--- config.mk ---
export PLATFORM = sky130hd
export DESIGN_NAME = rfifo_drain_arbiter
export DESIGN_NICKNAME = d
export VERILOG_FILES = /design/src/rtl/rfifo_drain_arbiter.sv
export SDC_FILE = /design/constraint.sdc
export NUM_CORES = 1
export LEC_CHECK = 0
export CORE_UTILIZATION = 30
export DETAILED_ROUTE_END_ITERATION = 16
export PLACE_DENSITY_LB_ADDON = 0.05
export SETUP_SLACK_MARGIN = 0.4
export SYNTH_ARGS = -nofsm -noshare
export SYNTH_HDL_FRONTEND = slang
export SYNTH_SLANG_ARGS = --single-unit
--- constraint.sdc ---
create_clock -name AXI_clk -period 5.6 [get_ports AXI_clk]
set_input_delay 1.4 -clock AXI_clk [delete_from_list [all_inputs] [get_ports AXI_clk]]
set_output_delay 1.4 -clock AXI_clk [all_outputs]
set_load 0.03 [all_outputs]
--- src/rtl/rfifo_drain_arbiter.sv ---
// Read-side drain stage: round-robin pops from NUM_CH FWFT read FIFOs into a
// 2-entry output buffer, locking onto a channel until its burst's last beat.
module rfifo_drain_arbiter #(
   parameter int NUM_CH     = 2,
   parameter int DATA_WIDTH = 32,
   parameter int CH_W       = (NUM_CH > 1) ? $clog2(NUM_CH) : 1
) (
   input  logic                         AXI_clk,
   input  logic                         AXI_rst,
   input  logic [NUM_CH-1:0]            rempty,
   input  logic [NUM_CH*DATA_WIDTH-1:0] rdata,
   input  logic [NUM_CH-1:0]            rlast_in,
   output logic [NUM_CH-1:0]            rinc,
   output logic [DATA_WIDTH-1:0]        read_data,
   output logic                         read_last,
   output logic [CH_W-1:0]              read_ch,
   output logic                         read_data_valid,
   input  logic                         read_data_ready,
   output logic [1:0]                   occupancy
);

   typedef struct packed {
      logic [DATA_WIDTH-1:0] data;
      logic                  last;
      logic [CH_W-1:0]       ch;
   } entry_t;

   entry_t          head_q, tail_q, push_e;
   logic [1:0]      count_q;
   logic            lock_q;
   logic [CH_W-1:0] lock_ch_q, rr_ptr_q, grant;
   logic            grant_vld, may_pop, pop, xfer;

   // Pop decision uses only registered count, never read_data_ready.
   assign may_pop = (count_q < 2'd2) & ~AXI_rst;
   assign pop     = may_pop & grant_vld;
   assign xfer    = read_data_valid & read_data_ready;

   // Unlocked: scan from rr_ptr upward; descending i so the closest match wins.
   always_comb begin
      grant_vld = 1'b0;
      grant     = '0;
      if (lock_q) begin
         grant     = lock_ch_q;
         grant_vld = ~rempty[lock_ch_q];
      end else begin
         for (int i = NUM_CH - 1; i >= 0; i--) begin
            for (int c = 0; c < NUM_CH; c++) begin
               if (c == (int'(rr_ptr_q) + i) % NUM_CH && !rempty[c]) begin
                  grant     = CH_W'(c);
                  grant_vld = 1'b1;
               end
            end
         end
      end
   end

   always_comb begin
      push_e    = '0;
      push_e.ch = grant;
      rinc      = '0;
      for (int c = 0; c < NUM_CH; c++) begin
         if (grant == CH_W'(c)) begin
            push_e.data = rdata[c*DATA_WIDTH +: DATA_WIDTH];
            push_e.last = rlast_in[c];
            rinc[c]     = pop;
         end
      end
   end

   always_ff @(posedge AXI_clk or posedge AXI_rst) begin
      if (AXI_rst) begin
         count_q   <= '0;
         head_q    <= '0;
         tail_q    <= '0;
         lock_q    <= 1'b0;
         lock_ch_q <= '0;
         rr_ptr_q  <= '0;
      end else begin
         count_q <= count_q + {1'b0, pop} - {1'b0, xfer};
         if (xfer && count_q == 2'd2)
            head_q <= tail_q;
         // A pop only happens with count<2, so a concurrent transfer implies count==1.
         if (pop) begin
            if (count_q == 2'd0 || xfer)
               head_q <= push_e;
            else
               tail_q <= push_e;
            if (push_e.last) begin
               lock_q   <= 1'b0;
               rr_ptr_q <= (int'(grant) == NUM_CH - 1) ? '0 : grant + 1'b1;
            end else begin
               lock_q    <= 1'b1;
               lock_ch_q <= grant;
            end
         end
      end
   end

   assign read_data       = head_q.data;
   assign read_last       = head_q.last;
   assign read_ch         = head_q.ch;
   assign read_data_valid = (count_q != 2'd0);
   assign occupancy       = count_q;

endmodule
# After elaboration in Yosys (flattened, before gate mapping)
# Cells that the tools add are included.
[word_totals] output_inout_bits=39 register_bits=73 mem_bits_ro=0 inputBits=71 ramBits=0 latch_bits=0 n_memories=0
[classes] mux=19 bitwise=8 n_addsub=4 div_mod_pow=0 n_eq_ne=2 shift=0 mul=0 reduce_logical=15 order_cmp=2
[ops] operator="2-to-1 mux 34 bit" n=3
[ops] operator="zero test 32 bit" n=2
[ops] operator="2-to-1 mux 33 bit" n=1
[ops] operator="2-to-1 mux 1 bit" n=15
[ops] operator="AND reduction 2 bit" n=3
[ops] operator="logical AND 1 bit" n=5
[ops] operator="inverter 1 bit" n=4
[ops] operator="AND 1 bit" n=3
[ops] operator="adder 1 bit, second input constant" n=2
[ops] operator="adder 2 x 1 -> 2 bit" n=1
[ops] operator="equality test 2 bit, first input constant" n=1
[ops] operator="equality test 2 bit, second input constant" n=1
[ops] operator="zero test 1 bit" n=2
[ops] operator="zero test 2 bit" n=1
[ops] operator="< comparator 1 x 2 -> 1 bit, second input constant" n=1
[ops] operator="< comparator 2 bit, second input constant" n=1
[ops] operator="nonzero test 2 bit" n=1
[ops] operator="subtractor 2 x 1 -> 2 bit" n=1
[ops] operator="AND 1 bit, first input constant" n=1
[ops] operator="logical OR 1 bit" n=1

# Depth between registers and ports, before layout
[depth] ltp_word=12 depth_mapped=6

# Worst setup path after synthesis
# Ideal clock, no wire load.
[synth_timing] path_kind="input-to-output" from="in rempty[1]" to="out rinc[1]" t_arrival_ns=2.391 stages=3 slack_ns=1.809 t_required_ns=4.200 n_path_buf=1 cell_sequence="o31ai_4 > buf_2 > nor2b_1"
[synth_between] elab_chain_len=8
[synth_rtl] element="from (decl)" line_no="10" text="input logic [NUM_CH-1:0] rempty,"
[synth_rtl] element="zero test 1 bit" line_no="49" text="if (c == (int'(rr_ptr_q) + i) % NUM_CH && !rempty[c]) begin"
[synth_rtl] element="logical AND 1 bit" line_no="49"
[synth_rtl] element="2-to-1 mux 1 bit (3 in series)" line_no="49"
[synth_rtl] element="2-to-1 mux 1 bit" line_no="43" text="if (lock_q) begin"
[synth_rtl] element="AND 1 bit" line_no="36" text="assign pop = may_pop & grant_vld;"
[synth_rtl] element="2-to-1 mux 1 bit *" line_no="63" text="if (grant == CH_W'(c)) begin"
[synth_rtl] element="to (decl)" line_no="13" text="output logic [NUM_CH-1:0] rinc,"
# Mark *: on every way between the ends. The rest lies on a longest branch, timed or not. The select of a mux whose other input is x is not followed.

# Final worst setup path
[layout_timing] from="in rempty[0]" to="out rinc[1]"
[layout_between] elab_chain_len=9
[layout_rtl] element="zero test 1 bit" line_no="49"
[layout_rtl] element="logical AND 1 bit" line_no="49"
[layout_rtl] element="2-to-1 mux 1 bit (4 in series)" line_no="49"
[layout_rtl] element="2-to-1 mux 1 bit" line_no="43"
[layout_rtl] element="AND 1 bit" line_no="36"
[layout_rtl] element="2-to-1 mux 1 bit *" line_no="63"
# Marked as above.

==> results_dict.tcl <==
set metrics [dict create \
    outcome "finished, final reports clean" \
    antenna_found_initial 0 \
    finalCritPeriodShare_pct 82.90 \
    crit_family "buffers and inverters" \
    syn_avg_cell_area_um2 10.72 \
    worst_slew_pin_slew_ns 1.088 \
    finalSetupViolations 0 \
    rsz0062_at_grt "no" \
    cts_root_buffer "clkbuf_16" \
    pin_count 110 \
    fmax_mhz 215.4 \
    ys_warn_count 0 \
    ys.flop_type "dfrtp_1" \
    core_um2 11420 \
    start_util_pct 30.89 \
    rows 39 \
    clock-sinks 73 \
    clock_path_buffers 2 \
    powerDensity_nw_per_um2 552.9 \
    place_congestion 0.6831 \
    clk_latency_ns 0.33 \
    routed_via_density 4.594 \
    peakVddDrop_mv 0.2180 \
    slew_headroom_pct 27.05 \
    synth.net_count 401 \
    grt_max_degree 46 \
    ff2ff_setup_slack_ns 3.25 \
    via_count 2669 \
    placed_area_um2 4723 \
    cp.depth 5 \
    antenna_cells_inserted 0 \
    fin_nets 505 \
    cts_tree "yes" \
    path_class "in2out" \
    clk_pin_slew_ns 0.06 \
    worstPathRequired_ns 4.20 \
    cp-startpoint "rempty[0]" \
    drt_iter0_drc 73 \
    reg2regPathDepth 4 \
    async_reset_ff_share_pct 100.0 \
    cp_max_fo 9 \
    cts_resized 0 \
    grt_pass1_wl_um 13610 \
    route.detailed.drc 0 \
    die-area_um2 12190 \
    wl_per_cell_um 13.91 \
    drive_above_1_share_pct 7.763 \
    crit_top_cell "clkdlybuf4s50_1" \
    first_pass_iters 4 \
    synth-seq-area-share_pct 51.79 \
    worst-path-buf-inv 2 \
    synth_cells 329 \
    cts_buffers 9 \
    cts_hold_buf 0 \
    first_global_vias 2628 \
    antenna_left 0 \
    die_x_um 110.4 \
    grt_usage_pct 14.10 \
    timing.rr.end "read_data[17]" \
    worstHoldPathType "reg2reg" \
    area_delta_synth_final_pct 45.05 \
    die_y_um 110.4 \
    final_area_um2 5116 \
    synthDistinctLibCells 32 \
    post_cts_buffers 0 \
    ys_seq_elements 73 \
    finalWirelength_um 8082 \
    dp_hpwl_um 5258 \
    start_kind "input port" \
    critPathSlowestCell "clkdlybuf4s50_1" \
    slew_viol_final 0 \
    io_buffer_count 109 \
    grt_overflow 0 \
    arrival_ns 3.24 \
    tns_ns 0 \
    p_leak_nw 2.221 \
    fin_crit_ns 4.642 \
    crit_chain "clkdlybuf4s50_1, a21oi_2, o211ai_2, nor2b_1, clkdlybuf4s50_1" \
    hold_viol 0 \
    rr_startpoint "occupancy[0]" \
    finalPower_w 0.002829 \
    drv_cap 0 \
    final_core_utilization_pct 44.81 \
    finClkSkew_ns 0.004367 \
    synth-edff-count 0 \
    cpPeakStageDelay_ns 0.68 \
    synthesis.area_um2 3527 \
    end_kind "primary output" \
    endpoint "rinc[1]" \
    htreeDepth 3 \
]
==> routing by layer <==
metal / global-route usage (%) / wire length [µm] / vias up
met5: 0 / 0 / -
met4: 5.067 / 120 / 0
met3: 4.501 / 466 / 10
met2: 21.61 / 3625 / 64
met1: 18.64 / 3870 / 1249
li1: - / - / 1346
==> cells by family (layout without fill, tap and decap cells) <==
family                     count (synthesis)  count (layout)  share of synthesized area [%]
AOI/OAI and AO/OA                         78              78                          12.95
xor gates and xnor gates                   2               2                         0.4967
adders and majority gates                  1               1                         0.3547
buffers and inverters                     25             134                          4.257
DFF                                       73              73                          51.79
muxes                                     70              70                          21.11
and+or+nand+nor                           80              80                          9.046
==> Yosys cell counts, types with 2 or more instances <==
library cell  number  area, µm²
o21ai_0            2      10.01
nor2_1             5      18.77
mux2_1            30      337.8
dfrtp_1           73       1827
buf_2              6      30.03
o2111ai_2          2      30.03
inv_1              4      15.01
buf_4              8      60.06
mux2i_1           35      350.3
clkbuf_1           5      18.77
nand2_1           70      262.8
mux2_2             5      56.30
o21ai_1           65      325.3
==> placed cells by master (no fill, tap or decap), types with 3 or more instances in the layout <==
master / Yosys / layout
nand2_1: 70 / 70
o21ai_1: 65 / 65
mux2i_1: 35 / 35
mux2_1: 30 / 30
bufinv_16: 0 / 5
nor2_1: 5 / 5
mux2_2: 5 / 5
clkbuf_16: 0 / 9
inv_1: 4 / 3
clkdlybuf4s50_1: 0 / 109
dfrtp_1: 73 / 73
buf_4: 8 / 5
==> worst min-delay path by stage <==
| stage | start | to | slack [ns] | cells past startpoint |
|---|---|---|---|---|
| after detailed placement | tail_q[31] | tail_q[31] | 0.47 | 2 |
| final | tail_q[1] | tail_q[1] | 0.47 | 2 |
| after global placement | tail_q[1] | tail_q[1] | 0.46 | 2 |
| after CTS | tail_q[31] | tail_q[31] | 0.48 | 2 |
| after floorplan | tail_q[1] | tail_q[1] | 0.45 | 2 |
| after global routing | tail_q[3] | tail_q[3] | 0.50 | 2 |
==> worst min-delay path, stage by stage (launching register included) <==
cell,delay (ns)
dfrtp_1,0.34
nand2_1,0.04
o21ai_0,0.06
==> cell type report <==
cell class	instances	area, µm²
clock buffer	11	242.7
clock inverter	5	150.1
fill	1112	6302
inverter	4	16.27
multi-input combinational	231	1573
sequential	73	1827
tap	143	178.9
timing repair buffer	114	1129
==> through the flow <==
| stage | instances | hold slack [ns] | worst slack, ns |
|---|---|---|---|
| CTS | 581 | 0.4820 | 0.9289 |
| floorplan | 329 | 0.4460 | 1.809 |
| finish | 581 | 0.4733 | 0.9575 |
| global route | 581 | 0.4987 | 0.8274 |
| global placement | 565 | 0.4611 | 0.9625 |
| detailed placement | 565 | 0.4692 | 0.9551 |
==> power by group <==
| group | leakage, nW | internal, W | switching [W] |
|---|---|---|---|
| clock network | 0.190 | 0.000538 | 0.000223 |
| logic | 1.11 | 0.000531 | 0.000641 |
| registers | 0.916 | 0.000768 | 0.000129 |
| total | 2.22 | 0.00184 | 0.000992 |
==> flip-flops by register name, summed over array words and instances (netlist names) <==
signal and flops:
tail_q 34, read_data 32, occupancy 2, lock_ch_q 1, lock_q 1, read_ch 1
read_last 1, rr_ptr_q 1
Power figures use the tool's default switching activity.
